==> src/rtl/q2_sequencer_pkg.sv <==
// Q2 sequencer shared definitions.
// State codes, opcode field positions and run-state encoding.
package q2_sequencer_pkg;

  localparam int Q2_ALU_CYCLES_DEF = 8;

  localparam logic [3:0] Q2_ST_FETCH = 4'd0;
  localparam logic [3:0] Q2_ST_LOAD  = 4'd1;
  localparam logic [3:0] Q2_ST_DEREF = 4'd2;
  localparam logic [3:0] Q2_ST_EXEC  = 4'd3;
  localparam logic [3:0] Q2_ST_ALU0  = 4'd4;

  // dbus_op carries data-bus bits 5..2
  localparam int Q2_OP5 = 3;
  localparam int Q2_OP4 = 2;
  localparam int Q2_OP3 = 1;
  localparam int Q2_OP2 = 0;

  typedef enum logic {
    RUN_IDLE,
    RUN_ACTIVE
  } run_st_e;

  function automatic logic [3:0] q2_alu_last(input int n);
    return 4'(3 + n);
  endfunction

endpackage

==> src/rtl/q2_sequencer_if.sv <==
// Q2 sequencer front-panel / decoder bundle.
// master = sequencer side, slave = panel + decoder side.
interface q2_sequencer_if;

  logic       run_sw;
  logic       step_sw;
  logic [3:0] dbus_op;
  logic       s0;
  logic       s1;
  logic       s2;
  logic       s3;
  logic       ws;
  logic       running;

  modport master (
    input  run_sw,
    input  step_sw,
    input  dbus_op,
    output s0,
    output s1,
    output s2,
    output s3,
    output ws,
    output running
  );

  modport slave (
    output run_sw,
    output step_sw,
    output dbus_op,
    input  s0,
    input  s1,
    input  s2,
    input  s3,
    input  ws,
    input  running
  );

endinterface

==> src/rtl/q2_edge_detect.sv <==
// Registered rising-edge detector for front-panel switches.
// Reset loads the current level so a held switch never fires.
module q2_edge_detect (
  input  logic clk,
  input  logic rst_n,
  input  logic sig_i,
  output logic rise_o
);

  logic hist_q;

  always_ff @(posedge clk) begin
    if (!rst_n) begin
      hist_q <= sig_i;
    end else begin
      hist_q <= sig_i;
    end
  end

  assign rise_o = sig_i & ~hist_q;

endmodule

==> src/rtl/q2_sequencer.sv <==
// Q2 machine-cycle sequencer: state code, write strobe,
// run/stop and single-step control.
module q2_sequencer
  import q2_sequencer_pkg::*;
#(
  parameter int ALU_CYCLES = Q2_ALU_CYCLES_DEF
) (
  input logic             clk,
  input logic             rst_n,
  q2_sequencer_if.master  bus
);

  localparam logic [3:0] ALU_LAST = q2_alu_last(ALU_CYCLES);

  run_st_e    run_st_q;
  run_st_e    run_st_d;
  logic [3:0] state_q;
  logic [3:0] state_d;
  logic       phase_q;
  logic       phase_d;
  logic [3:0] op_q;
  logic [3:0] op_d;
  logic       one_q;
  logic       one_d;
  logic       step_rise;
  logic       eoi;

  q2_edge_detect u_step (
    .clk    (clk),
    .rst_n  (rst_n),
    .sig_i  (bus.step_sw),
    .rise_o (step_rise)
  );

  always_comb begin
    run_st_d = run_st_q;
    state_d  = state_q;
    phase_d  = phase_q;
    op_d     = op_q;
    one_d    = one_q;
    eoi      = 1'b0;

    unique case (run_st_q)
      RUN_IDLE: begin
        state_d = Q2_ST_FETCH;
        phase_d = 1'b0;
        if (bus.run_sw) begin
          run_st_d = RUN_ACTIVE;
          one_d    = 1'b0;
        end else if (step_rise) begin
          run_st_d = RUN_ACTIVE;
          one_d    = 1'b1;
        end
      end

      RUN_ACTIVE: begin
        phase_d = ~phase_q;
        // state only advances on the strobe-phase edge
        if (phase_q) begin
          unique case (1'b1)
            (state_q == Q2_ST_FETCH): begin
              op_d    = bus.dbus_op;
              state_d = bus.dbus_op[Q2_OP5]
                      ? Q2_ST_EXEC : Q2_ST_LOAD;
            end
            (state_q == Q2_ST_LOAD): begin
              state_d = op_q[Q2_OP2]
                      ? Q2_ST_DEREF : Q2_ST_ALU0;
            end
            (state_q == Q2_ST_DEREF): begin
              state_d = Q2_ST_ALU0;
            end
            (state_q == Q2_ST_EXEC): begin
              if (!op_q[Q2_OP4] && !op_q[Q2_OP3]) begin
                state_d = Q2_ST_ALU0;
              end else begin
                eoi = 1'b1;
              end
            end
            (state_q >= ALU_LAST): begin
              eoi = 1'b1;
            end
            default: begin
              state_d = 4'(state_q + 4'd1);
            end
          endcase

          if (eoi) begin
            state_d = Q2_ST_FETCH;
            if (!(bus.run_sw && !one_q)) begin
              run_st_d = RUN_IDLE;
              one_d    = 1'b0;
            end
          end
        end
      end

      default: begin
        run_st_d = RUN_IDLE;
      end
    endcase
  end

  always_ff @(posedge clk) begin
    if (!rst_n) begin
      run_st_q <= RUN_IDLE;
      state_q  <= Q2_ST_FETCH;
      phase_q  <= 1'b0;
      op_q     <= 4'd0;
      one_q    <= 1'b0;
    end else begin
      run_st_q <= run_st_d;
      state_q  <= state_d;
      phase_q  <= phase_d;
      op_q     <= op_d;
      one_q    <= one_d;
    end
  end

  assign bus.s0      = state_q[0];
  assign bus.s1      = state_q[1];
  assign bus.s2      = state_q[2];
  assign bus.s3      = state_q[3];
  assign bus.ws      = phase_q;
  assign bus.running = (run_st_q == RUN_ACTIVE);

endmodule
==> src/flat_wrapper.sv <==
// flat-port wrapper written by rule: the top's interface ports become plain ports
module q2_sequencer_flat import q2_sequencer_pkg::*;
#(
  parameter int ALU_CYCLES = Q2_ALU_CYCLES_DEF
)
  (clk, rst_n, bus_run_sw, bus_step_sw, bus_dbus_op, bus_s0, bus_s1, bus_s2, bus_s3, bus_ws, bus_running);
  q2_sequencer_if bus_i ();
  input logic clk;
  input logic rst_n;
  input wire logic [$bits(bus_i.run_sw)-1:0] bus_run_sw;
  input wire logic [$bits(bus_i.step_sw)-1:0] bus_step_sw;
  input wire logic [$bits(bus_i.dbus_op)-1:0] bus_dbus_op;
  output wire logic [$bits(bus_i.s0)-1:0] bus_s0;
  output wire logic [$bits(bus_i.s1)-1:0] bus_s1;
  output wire logic [$bits(bus_i.s2)-1:0] bus_s2;
  output wire logic [$bits(bus_i.s3)-1:0] bus_s3;
  output wire logic [$bits(bus_i.ws)-1:0] bus_ws;
  output wire logic [$bits(bus_i.running)-1:0] bus_running;
  assign bus_i.run_sw = bus_run_sw;
  assign bus_i.step_sw = bus_step_sw;
  assign bus_i.dbus_op = bus_dbus_op;
  assign bus_s0 = bus_i.s0;
  assign bus_s1 = bus_i.s1;
  assign bus_s2 = bus_i.s2;
  assign bus_s3 = bus_i.s3;
  assign bus_ws = bus_i.ws;
  assign bus_running = bus_i.running;
  q2_sequencer #(.ALU_CYCLES(ALU_CYCLES)) u_core (.clk(clk), .rst_n(rst_n), .bus(bus_i));
endmodule
==> config.mk <==
export PLATFORM = sky130hd
export DESIGN_NAME = q2_sequencer_flat
export DESIGN_NICKNAME = d
export VERILOG_FILES = /design/src/rtl/q2_sequencer_pkg.sv /design/src/rtl/q2_sequencer_if.sv /design/src/rtl/q2_edge_detect.sv /design/src/rtl/q2_sequencer.sv /design/src/flat_wrapper.sv
export SDC_FILE = /design/constraint.sdc
export NUM_CORES = 1
export LEC_CHECK = 0
export BUFFER_PORTS_ARGS = -buffer_cell sky130_fd_sc_hd__buf_2
export CAP_MARGIN = 5
export CORE_AREA = 2 2 39 41
export DETAILED_ROUTE_END_ITERATION = 7
export DIE_AREA = 0 0 41 43
export PLACE_DENSITY = 0.65
export SYNTH_ARGS = -nofsm -noshare
export SYNTH_HDL_FRONTEND = slang
export SYNTH_SLANG_ARGS = --single-unit
==> constraint.sdc <==
create_clock -name clk -period 1.9 [get_ports clk]
set_input_delay 0 -clock clk [delete_from_list [all_inputs] [get_ports clk]]
set_output_delay 0 -clock clk [all_outputs]
set_load 0.01 [all_outputs]
Yosys cells after proc, flatten, opt, wreduce, memory -nomap -nowiden
Index checks and enable logic that the tools add are counted.
- $add $sub $neg: 1
- $lt $le $gt $ge: 1
- eq/ne operators: 9
- multiplexer cells: 24
- bitwise gates (word level): 4
- reductions and logical operators: 9
- operators with widths (kind ; number):
    4-bit case mux with 5 select lines ; 1
    1-bit two-way mux ; 13
    4-bit two-way mux ; 3
    4-bit by 2-bit equality test with 1-bit output (second input constant) ; 2
    1-bit case mux with 2 select lines ; 4
    4-bit case mux with 2 select lines ; 1
    2-bit inequality test (second input constant) ; 3
    3-bit AND reduction ; 2
    4-bit by 1-bit adder with 4-bit output (second input constant) ; 1
    4-bit by 1-bit equality test with 1-bit output (second input constant) ; 1
    4-bit greater-or-equal comparator (second input constant) ; 1
    4-bit zero test ; 1
    4-bit inequality test (second input constant) ; 1
    4-bit AND reduction ; 1
    1-bit zero test ; 3
    3-bit two-way mux ; 1
    3-bit by 2-bit inequality test with 1-bit output (second input constant) ; 1
    3-bit inequality test (second input constant) ; 1
    1-bit NOT ; 3
    1-bit logical AND ; 2
    2-bit two-way mux ; 1
    1-bit bitwise AND ; 1
- register bits after elaboration: 11
- input port bits: 8
- output and inout port bits: 6

Depth between registers and ports, before layout
Gate-level depths: netlist of run 1.
- depth after elaboration: 9
- depth in mapped cells: 6
- gate-level depth less buffers: 6

By module
A second synthesis of run 1 with hierarchy kept.
- cell total of the unflattened synthesis: 63
- area total of the unflattened synthesis: 604.3 sq um
- modules (own cells, without submodules) (module ; instances ; cells an instance ; area an instance (sq um) ; sequential area each (sq um)):
    q2_sequencer ; 1 ; 61 ; 570.5 ; 200.2
    q2_edge_detect ; 1 ; 2 ; 33.8 ; 20.0

Least setup slack after synthesis of run 1
No wires, ideal clock.
- path kind: reg-to-reg
- from: register u_core.state_q[1]
- to: register u_core.state_q[1]
- library setup time: 0.078 ns
- data arrival time: 1.429 ns
- data required time: 1.822 ns
- setup slack: 0.393 ns
- stages on the path, launching flop included: 7
- path buffers: 0
- clock period less this slack: 1.507 ns
- cell sequence: dfxtp_1 -> inv_1 -> ha_1 -> or3_1 -> o21ai_1 -> a222oi_1 -> nor3_1
- cells in the longest elaborated chain, start to end: 7
- ends and longest elaborated chain (item ; RTL line ; RTL):
    start, declared ; q2_sequencer.sv:17 ; logic [3:0] state_q;
    start signal, assigned ; q2_sequencer.sv:113 ; state_q <= state_d;
    4-bit greater-or-equal comparator or 4-bit by 2-bit equality test with 1-bit output (tied branches) ; q2_sequencer.sv:80, q2_sequencer.sv:73 ;
    1-bit case mux with 2 select lines ; q2_sequencer.sv:60 ; unique case (1'b1)
    1-bit two-way mux ; q2_sequencer.sv:59 ; if (phase_q) begin
    1-bit two-way mux ; q2_sequencer.sv:43 ; unique case (run_st_q)
    4-bit two-way mux ; q2_sequencer.sv:88 ; if (eoi) begin
    4-bit two-way mux ; q2_sequencer.sv:59 ;
    4-bit case mux with 2 select lines ; q2_sequencer.sv:43 ;
Several ways; a longest one is shown, not always the timed one. The select of a mux whose other input is x is not followed.
A chain may end at the register's enable or synchronous reset.

Worst setup path after layout of run 1
Same ends and word-level chain as after synthesis.

==> results of run 1 <==
[flip-flops by register name, indices dropped and copies added (netlist names)]
register              flops
u_core.state_q            4
u_core.op_q               3
u_core.bus.running        1
u_core.bus.ws             1
u_core.one_q              1
u_core.u_step.hist_q      1
[worst max-delay path by stage]
stage	startpoint	end	slack, ps	cells after the start
floorplan	u_core.state_q[1]	u_core.state_q[1]	390	6
global placement	u_core.state_q[1]	u_core.state_q[1]	400	6
detailed placement	u_core.state_q[1]	u_core.state_q[1]	310	6
CTS	u_core.state_q[1]	u_core.state_q[1]	290	6
global route	u_core.state_q[1]	u_core.state_q[1]	200	6
finish	u_core.state_q[1]	u_core.state_q[1]	300	6
[metrics by stage]
stage	total power, uW	hold slack [ps]
2_1_floorplan	280.1	27.72
3_3_place_gp	295.8	117.6
3_5_place_dp	296.9	121.3
4_1_cts	459.8	0.7565
5_1_grt	475.7	18.57
6_report	454.9	3.404
[power groups by stage]
stage | Combinational [uW] | Sequential (uW) | Clock (uW)
after floorplan | 29.4 | 251 | 0
after global placement | 43.4 | 252 | 0
after detailed placement | 44.1 | 253 | 0
after CTS | 47.5 | 247 | 165
after global routing | 52.5 | 249 | 175
final | 47.6 | 248 | 160
[Yosys cell counts, drive strengths merged]
cell and number:
inv 5, o2111a 1, a21boi 1, a22o 1, o22ai 1, nor3 3, mux2i 4, o21ai 5
a211o 1, ha 4, buf 2, and4 1, o21bai 1, o211ai 1, o211a 1, a222oi 1
a21oi 3, nor2b 4, dfxtp 11, nor2 5, a41oi 1, nand2 3, or3 1, o31ai 1
nand2b 1
[worst register-to-register path, delay by kind of cell (launching register included)]
kind	cells	cell delay, ps
and+or+nand+nor	2	560
adders and majority gates	1	230
AOI/OAI and AO/OA	2	200
DFF	1	430
buffers and inverters	1	100
[cell families after synthesis]
logic type	after synthesis	synth area share, %
fa+ha+maj	4	8.658
flops	11	38.10
compound gates	19	23.81
mux	4	6.927
simple gates	18	17.10
buf+inv	7	5.411
[cell type report]
type	instances	area, um^2
Sequential cell	11	220.2
Multi-Input combinational cell	45	326.6
Timing Repair Buffer	15	85.08
Tap cell	16	20.02
Fill cell	136	686.9
Clock buffer	4	26.28
Inverter	5	18.77
[layer usage]
layer	share of wire [%]	vias up	global-route usage, %
li1	-	262	-
met1	49	240	21.82
met2	43	14	22.19
met3	4.5	4	3.141
met4	2.6	0	10.00
met5	0	-	0
[timing repair]
| action | 4_1_cts | 5_1_grt |
|---|---|---|
| endpoints found under the hold margin | 2 | 0 |
| hold buffers | 2 | 0 |
| buffers inserted | 0 | 0 |
==> metrics.txt, run 1 <==
run status=finished, final reports clean; r2r setup slk=300 ps; drt drc=0; GP Congestion=0.6742; largest net degree at the start of global routing=12; leakage=0.0003079 uW; Synth Instances=63; crit-path max cell delay=430 ps; drt wl/cell=12.59 um; Clock Path Buffers=2; Final Non-Filler Cells=96; hold worst-path end=u_core.bus.running; commonest non-fill, non-tap cells in the layout=buf_2 (13), dfxtp_1 (11), inv_1 (5); Syn Nets=75; first-pass GRT wire length=1938 um; Critical-path top delay cell=dfxtp_1; DR pass1 iterations=4; startpoint types=register; Clock Skew=1.916 ps; crit path time final=1598 ps; Worst-Margin Slew=333.6 ps; post-CTS resize count=0; Final setup viols=0; Data required, critical path=2090 ps; pwr dens=652.7 nW/um^2; crit path capture type=register; Mean Syn Cell Area=9.175 um^2; Yosys cell types=30; final core occ=50.36%; Hold Startpoint=bus_run_sw; Inserted Clock Buffers=3; initial core utilization=41.77%; initial antenna violation count=0; Yosys top cell area share=38.10%; post-synth top area cell=dfxtp_1; Clock Latency Late Sink=270 ps; area post-placement=650.6 um^2; delay-heaviest family, CP=simple AND/OR/NAND/NOR gates; FF-to-FF End=u_core.state_q[1]; vias in the first global route=469; Syn. warnings=0; Post-DP HPWL=858.4 um; Critical Path AT=1790 ps; maxcap violations=0; DR vias=520; Port Buf Inserts=13; antenna-violating nets left=0; sequential power share=54.4%; Synth area leaders=dfxtp_1 (38%), ha_1 (8.7%), mux2i_1 (6.9%), nor2b_1 (4.3%), inv_1 (3.2%); worst path bufs/invs=1; dpl cells=90; Core Rows=14; GRT Total Usage=16.03%; DR iter-0 viols=15; DIE AREA=1763 um^2; reg2reg start=u_core.state_q[1]; Antenna Cells=0; Die Span Y=43 um; Setup WS pre-CTS=308.9 ps; fraction of layout cells with a size suffix above 1=23.75%; commonest non-fill, non-tap cell in the layout=buf_2; Peak VDD IR=0.3406 mV; Area growth syn-to-layout=20.56%; RSZ-0062 raised after global routing=no; Sw Ratio=24.39%; chip width=41 um; crit-path max FO=7; Setup CP Type=register to register; Internal=343.9 uW; Hold Path Class=input port to register; Hold Path Cell Cnt=3; sequential fraction of the synthesis area=38.10%; setup ws final=302.1 ps; #FFs+latches synth=11; area of the mapped netlist=578.1 um^2; H-tree levels=1; R2R depth=6; drt via density=5.417; Clock power frac=35.1%; Fmax=625.8 MHz; Slew headroom=77.73%; CP cell instances=inv_1, ha_1, or3_1, o21ai_1, a222oi_1, nor3_1; GRT Residual Overflow=0; Hold Violations, Final=0; final wirelength=1209 um; fin crit share=84.10%; # clock sinks=11; fin. max-slew vios=0; Net Switching=110.9 uW; I/O pin count=14; clock-pin slew of the registers on the worst-case setup and hold paths=70 ps; # nets final=93; CTS tree=built; Core Region=1384 um^2; setup TNS=0 ps; Root Buffer=clkbuf_4; Combinational Power Share=10.5%; post-route cell area=696.9 um^2
No activity file was read; power rests on OpenSTA's default activity.
==> inputs of run 2 (changes only) <==
--- a/config.mk
+++ b/config.mk
@@ -7,10 +7,10 @@
 export LEC_CHECK = 0
 export BUFFER_PORTS_ARGS = -buffer_cell sky130_fd_sc_hd__buf_2
 export CAP_MARGIN = 5
-export CORE_AREA = 2 2 39 41
+export CORE_MARGIN = 2
+export CORE_UTILIZATION = 44
 export DETAILED_ROUTE_END_ITERATION = 7
-export DIE_AREA = 0 0 41 43
-export PLACE_DENSITY = 0.65
+export PLACE_DENSITY = 0.68
 export SYNTH_ARGS = -nofsm -noshare
 export SYNTH_HDL_FRONTEND = slang
 export SYNTH_SLANG_ARGS = --single-unit
==> constraint.sdc (replaced) <==
create_clock -name clk -period 1.4 [get_ports clk]
set_input_delay 0 -clock clk [delete_from_list [all_inputs] [get_ports clk]]
set_output_delay 0 -clock clk [all_outputs]
set_load 0.01 [all_outputs]
==> metrics.txt, run 2 (synthesis results as in run 1) <==
I/O pin count=14 (unchanged); met2 Resource Use GR=36.69% (+15 points); initial core utilization=45.56% (+3.8 points); startpoint types=register; first-pass GRT wire length=2145 um (+11%); Hold Violations, Final=0 (unchanged); Clock Skew=9.724 ps (+7.807 ps); drt wl/cell=13.47 um (+7.0%); Peak VDD IR=0.6938 mV (+100%); pwr dens=782.8 nW/um^2 (+20%); Clock Latency Late Sink=280 ps (about the same); maxcap violations=0 (unchanged); Worst-Margin Slew=372.3 ps (+38.61 ps); # clock sinks=11 (unchanged); Largest regs=u_core.state_q: 4 flops, u_core.op_q: 3 flops; vias in the first global route=499 (+6.4%); largest net degree at the start of global routing=12 (unchanged); CTS tree=built; GRT Total Usage=20.69% (+4.7 points); drt drc=0 (unchanged); Root Buffer=clkbuf_4; RSZ-0062 raised after global routing=yes; setup TNS=-25.88 ps (-25.88 ps); Final setup viols=1 (+1); Fmax=701.3 MHz (+12%); DIE AREA=1620 um^2 (-8.1%); Port Buf Inserts=13 (unchanged); GP Congestion=0.7442 (+10%); Inserted Clock Buffers=3 (unchanged); crit-path max FO=5 (-2); clock-pin slew of the registers on the worst-case setup and hold paths=80 ps (about the same); area post-placement=691.9 um^2 (+6.3%); DR pass1 iterations=4 (unchanged); multi-input logic area=377.9 um^2 (+16%); max reg flops=4 (unchanged); fraction of layout cells with a size suffix above 1=48.28% (+25 points); Post-DP HPWL=913.2 um (+6.4%); antenna-violating nets left=0 (unchanged); final wirelength=1374 um (+14%); met1 global-route usage=22.82% (+0.99 points); Fill cells=117 (-14%); Top reg by flops=u_core.state_q; fin. max-slew vios=0 (unchanged); Clock Path Buffers=2 (unchanged); post-route cell area=810.8 um^2 (+16%); met3 Resource Use GR=10.00% (+6.9 points); Die Span Y=40.25 um (-6.4%); GR peak layer=met2; crit path time final=1426 ps (-172.0 ps); Critical Path AT=1630 ps (-160 ps); initial antenna violation count=0 (unchanged); GRT Residual Overflow=0 (unchanged); DR iter-0 viols=7 (-8); leakage=0.0003512 uW (+14%); Core Region=1269 um^2 (-8.3%); DR vias=538 (+3.5%); fin crit share=101.8% (+18 points); setup ws final=-25.88 ps (-328.0 ps); Setup CP Type=register to register; H-tree levels=1 (unchanged); Core Rows=13 (-1); Area growth syn-to-layout=40.26%; Slew headroom=75.15% (-2.6 points); # nets final=100 (+7.5%); run status=finished, violations left; commonest non-fill, non-tap cell in the layout=buf_2; failing checks=setup timing; FF/Latch Area=227.7 um^2 (+3.4%); final hold slack=6.495 ps (+3.091 ps); drt via density=5.275 (-2.6%); crit path capture type=register; Data required, critical path=1600 ps (-490 ps); commonest non-fill, non-tap cells in the layout=buf_2 (13), dfxtp_1 (9), buf_4 (7), nor2_1 (4), nor2b_1 (4); Antenna Cells=0 (unchanged); Hold Path Class=input port to register; chip width=40.25 um (-1.8%)
run 2: changes by cell type in the layout (fill, tap and decap cells not counted), moves of 2 or more:
cell,previous run,this run
buf_4,0,7
dfxtp_1,11,9
dfxtp_4,0,2
ha_1,4,0
ha_2,0,3
inv_1,5,3
o21ai_1,2,0
o21ai_2,0,2
run 2: stage by stage:
step	setup WS, ps	instances	power, uW	utilization (%)
after floorplan	9.610	63	378.6	-
after global placement	-8.285	94	402.1	54.54
after detailed placement	-52.79	94	404.0	54.54
after CTS	-12.10	102	629.9	60.85
after global routing	-117.5	102	659.7	63.91
final	-25.88	102	634.7	63.91
run 2: cell type report:
| cell class | count | share of cell area (%) |
|---|---|---|
| multi-input cells | 45 | 46.60 |
| flip-flops and latches | 11 | 28.09 |
| repair buffers | 22 | 16.98 |
| clock buffers | 3 | 2.778 |
| inverters | 5 | 2.623 |
| well taps | 15 | 2.315 |
| clock inverters | 1 | 0.6173 |
run 2: per-layer routing:
layer  vias up  routed length (um)
met2        12                 684
met1       250                 621
met3         0                  69
met4         0                   0
met5         -                   0
li1        276                   -
run 2: worst paths after layout:
path | start | to | slack (ps) | depth (start not counted)
setup / recovery | u_core.state_q[1] | u_core.state_q[1] | -30 | 5
hold reg to reg | u_core.one_q | u_core.one_q | 490 | 2
setup reg to reg | u_core.state_q[1] | u_core.state_q[1] | -30 | 5
hold / removal | bus_run_sw | u_core.bus.running | 6 | 3
run 2: timing repair:
action / CTS / global route
endpoints found under the setup margin: 3 / 8
pin swaps: 3 / 5
gates resized for setup: 6 / 11
hold buffers: 2 / 0
endpoints found under the hold margin: 2 / 0
buffers inserted: 2 / 0
run 2: critical path, cell delays in order (launching register included):
cell and delay (ps):
dfxtp_4 370, ha_2 210, or3_4 400, o21ai_2 120, a222oi_1 70, nor3_1 170
run 2: power by group:
part / switching [uW] / total, uW / internal [uW] / leakage (uW)
Clock: 119 / 225 / 106 / 0.0000177
Combinational: 35.2 / 75.4 / 40.2 / 0.000242
Sequential: 14.2 / 334 / 320 / 0.0000914
Total: 169 / 635 / 466 / 0.000351
==> inputs of run 3 (changes only) <==
--- a/config.mk
+++ b/config.mk
@@ -7,7 +7,7 @@
 export LEC_CHECK = 0
 export BUFFER_PORTS_ARGS = -buffer_cell sky130_fd_sc_hd__buf_2
 export CAP_MARGIN = 5
-export CORE_MARGIN = 2
+export CORE_MARGIN = 4
 export CORE_UTILIZATION = 44
 export DETAILED_ROUTE_END_ITERATION = 7
 export PLACE_DENSITY = 0.68
==> metrics.txt, run 3 (synthesis results as in run 1) <==
run status=finished, violations left; failing checks=setup timing; drt drc=0 (unchanged); Core Region=1171 um^2 (-7.7%); vias in the first global route=515 (+3.2%); crit-path max cell delay=410 ps (about the same); Worst-Margin Slew=312.2 ps (-60.03 ps); reg2reg start=u_core.state_q[1]; # clock sinks=11 (unchanged); Clock Path Buffers=2 (unchanged); DR pass1 iterations=4 (unchanged); Peak VDD IR=0.4845 mV (-30%); GP Congestion=0.7937 (+6.7%); DR iter-0 viols=12 (+5); Post-DP HPWL=904.8 um (-0.92%); GRT Total Usage=15.39% (-5.3 points); crit path time final=1418 ps (-7.408 ps); first-pass GRT wire length=2166 um (+0.98%); Core Rows=12 (-1); commonest non-fill, non-tap cells in the layout=buf_2 (13), dfxtp_1 (9), buf_4 (8); delay-heaviest family, CP=simple AND/OR/NAND/NOR gates; GRT Residual Overflow=0 (unchanged); GR peak layer=met2; Hold Startpoint=bus_run_sw; drt wl/cell=12.25 um (-9.1%); CTS tree=built; Slew headroom=79.01% (+3.9 points); CP startpoint=u_core.state_q[1]; Fmax=705.0 MHz (+0.52%); crit-path max FO=5 (unchanged); initial antenna violation count=0 (unchanged); DR vias=536 (-0.37%); worst path bufs/invs=1 (+1); Critical-path top delay cell=dfxtp_4; pwr dens=751.1 nW/um^2 (-4.0%); Inserted Clock Buffers=3 (unchanged); Critical Path AT=1610 ps (-20 ps); leakage=0.0003607 uW (+2.7%); I/O pin count=14 (unchanged); fin crit share=101.3% (-0.53 points); antenna-violating nets left=0 (unchanged); Hold Violations, Final=0 (unchanged); clock-pin slew of the registers on the worst-case setup and hold paths=70 ps (about the same); Die Span Y=44.25 um (+9.9%); CP cell instances=inv_4, ha_4, or3_4, o21ai_2, a222oi_1, nor3_1; # nets final=103 (+3.0%); H-tree levels=1 (unchanged); Fill cells=100 (-15%); largest net degree at the start of global routing=12 (unchanged); startpoint types=register; Clock Latency Late Sink=270 ps (about the same); fraction of layout cells with a size suffix above 1=41.11% (-7.2 points); Setup CP Type=register to register; max reg flops=4 (unchanged); final core occ=71.05% (+7.1 points); Data required, critical path=1590 ps (about the same); Clock Skew=2.126 ps (-7.597 ps); Final setup viols=2 (+1); Area growth syn-to-layout=43.94%; Root Buffer=clkbuf_4; met1 global-route usage=19.22% (-3.6 points); Antenna Cells=0 (unchanged); DIE AREA=1958 um^2 (+21%); crit path capture type=register; final wirelength=1274 um (-7.3%); initial core utilization=49.36% (+3.8 points); Largest regs=u_core.state_q: 4 flops, u_core.op_q: 3 flops; maxcap violations=0 (unchanged); fin. max-slew vios=0 (unchanged); drt via density=5.154 (-2.3%); chip width=44.25 um (+9.9%); Setup WS pre-CTS=-83.33 ps (-30.54 ps); setup ws final=-18.48 ps (+7.408 ps); Top reg by flops=u_core.state_q; overall power=624.9 uW (-1.5%); met3 Resource Use GR=3.659% (-6.3 points); commonest non-fill, non-tap cell in the layout=buf_2; Hold Path Class=input port to register; met2 Resource Use GR=22.97% (-14 points); RSZ-0062 raised after global routing=yes; Port Buf Inserts=13 (unchanged)
==> run 3: final cells by class <==
cell class	instances	area, um^2	area share [%]
Tap cell	14	17.52	2.105
Clock buffer	4	26.28	3.158
Sequential cell	11	227.7	27.37
Inverter	5	21.27	2.556
Multi-Input combinational cell	45	374.1	44.96
Timing Repair Buffer	25	165.2	19.85
==> run 3: repair_timing <==
item / in CTS / in global routing
buffers inserted: 2 / 0
setup endpoints to repair: 2 / 4
hold endpoints to repair: 4 / 0
pin swaps: 4 / 3
hold buffers: 4 / 0
resized for setup: 10 / 3
==> run 3: layer usage <==
metal | share of wire [%] | vias to the layer above
li1 | - | 287
met1 | 50 | 231
met2 | 42 | 14
met3 | 5.1 | 4
met4 | 2.4 | 0
met5 | 0 | -
==> run 3: path summary, 6_finish.rpt <==
path / endpoint / slack (ps) / cells past startpoint
setup reg to reg: u_core.state_q[1] / -20 / 6
hold reg to reg: u_core.one_q / 490 / 2
setup / recovery: u_core.state_q[1] / -20 / 6
hold / removal: u_core.bus.running / 10 / 3
==> run 3: worst reg2reg max path: cells and delay by family (launching register included) <==
kind | cells | cell delay, ps
AND/OR/NAND/NOR | 2 | 540
adder cells (fa/ha/maj) | 1 | 160
AO/OA/AOI/OAI | 2 | 180
flip-flops | 1 | 410
buffers and inverters | 1 | 50
==> run 3: where the power goes <==
| part | switching, uW | internal (uW) | total (uW) | leakage, uW |
|---|---|---|---|---|
| combinational | 33.7 | 42.7 | 76.4 | 0.000254 |
| clock | 104 | 110 | 215 | 0.0000150 |
| sequential | 13.9 | 320 | 334 | 0.0000914 |
==> run 3: metrics by stage <==
stage	setup TNS [ps]	hold slack (ps)	cell area (um^2)	std cells
CTS	-3.297	6.805	817.0	104
global route	-297.0	12.68	832.0	104
floorplan	0	27.72	583.1	63
detailed placement	-124.8	120.0	698.2	94
global placement	-19.22	118.1	698.2	94
finish	-25.97	11.12	832.0	104
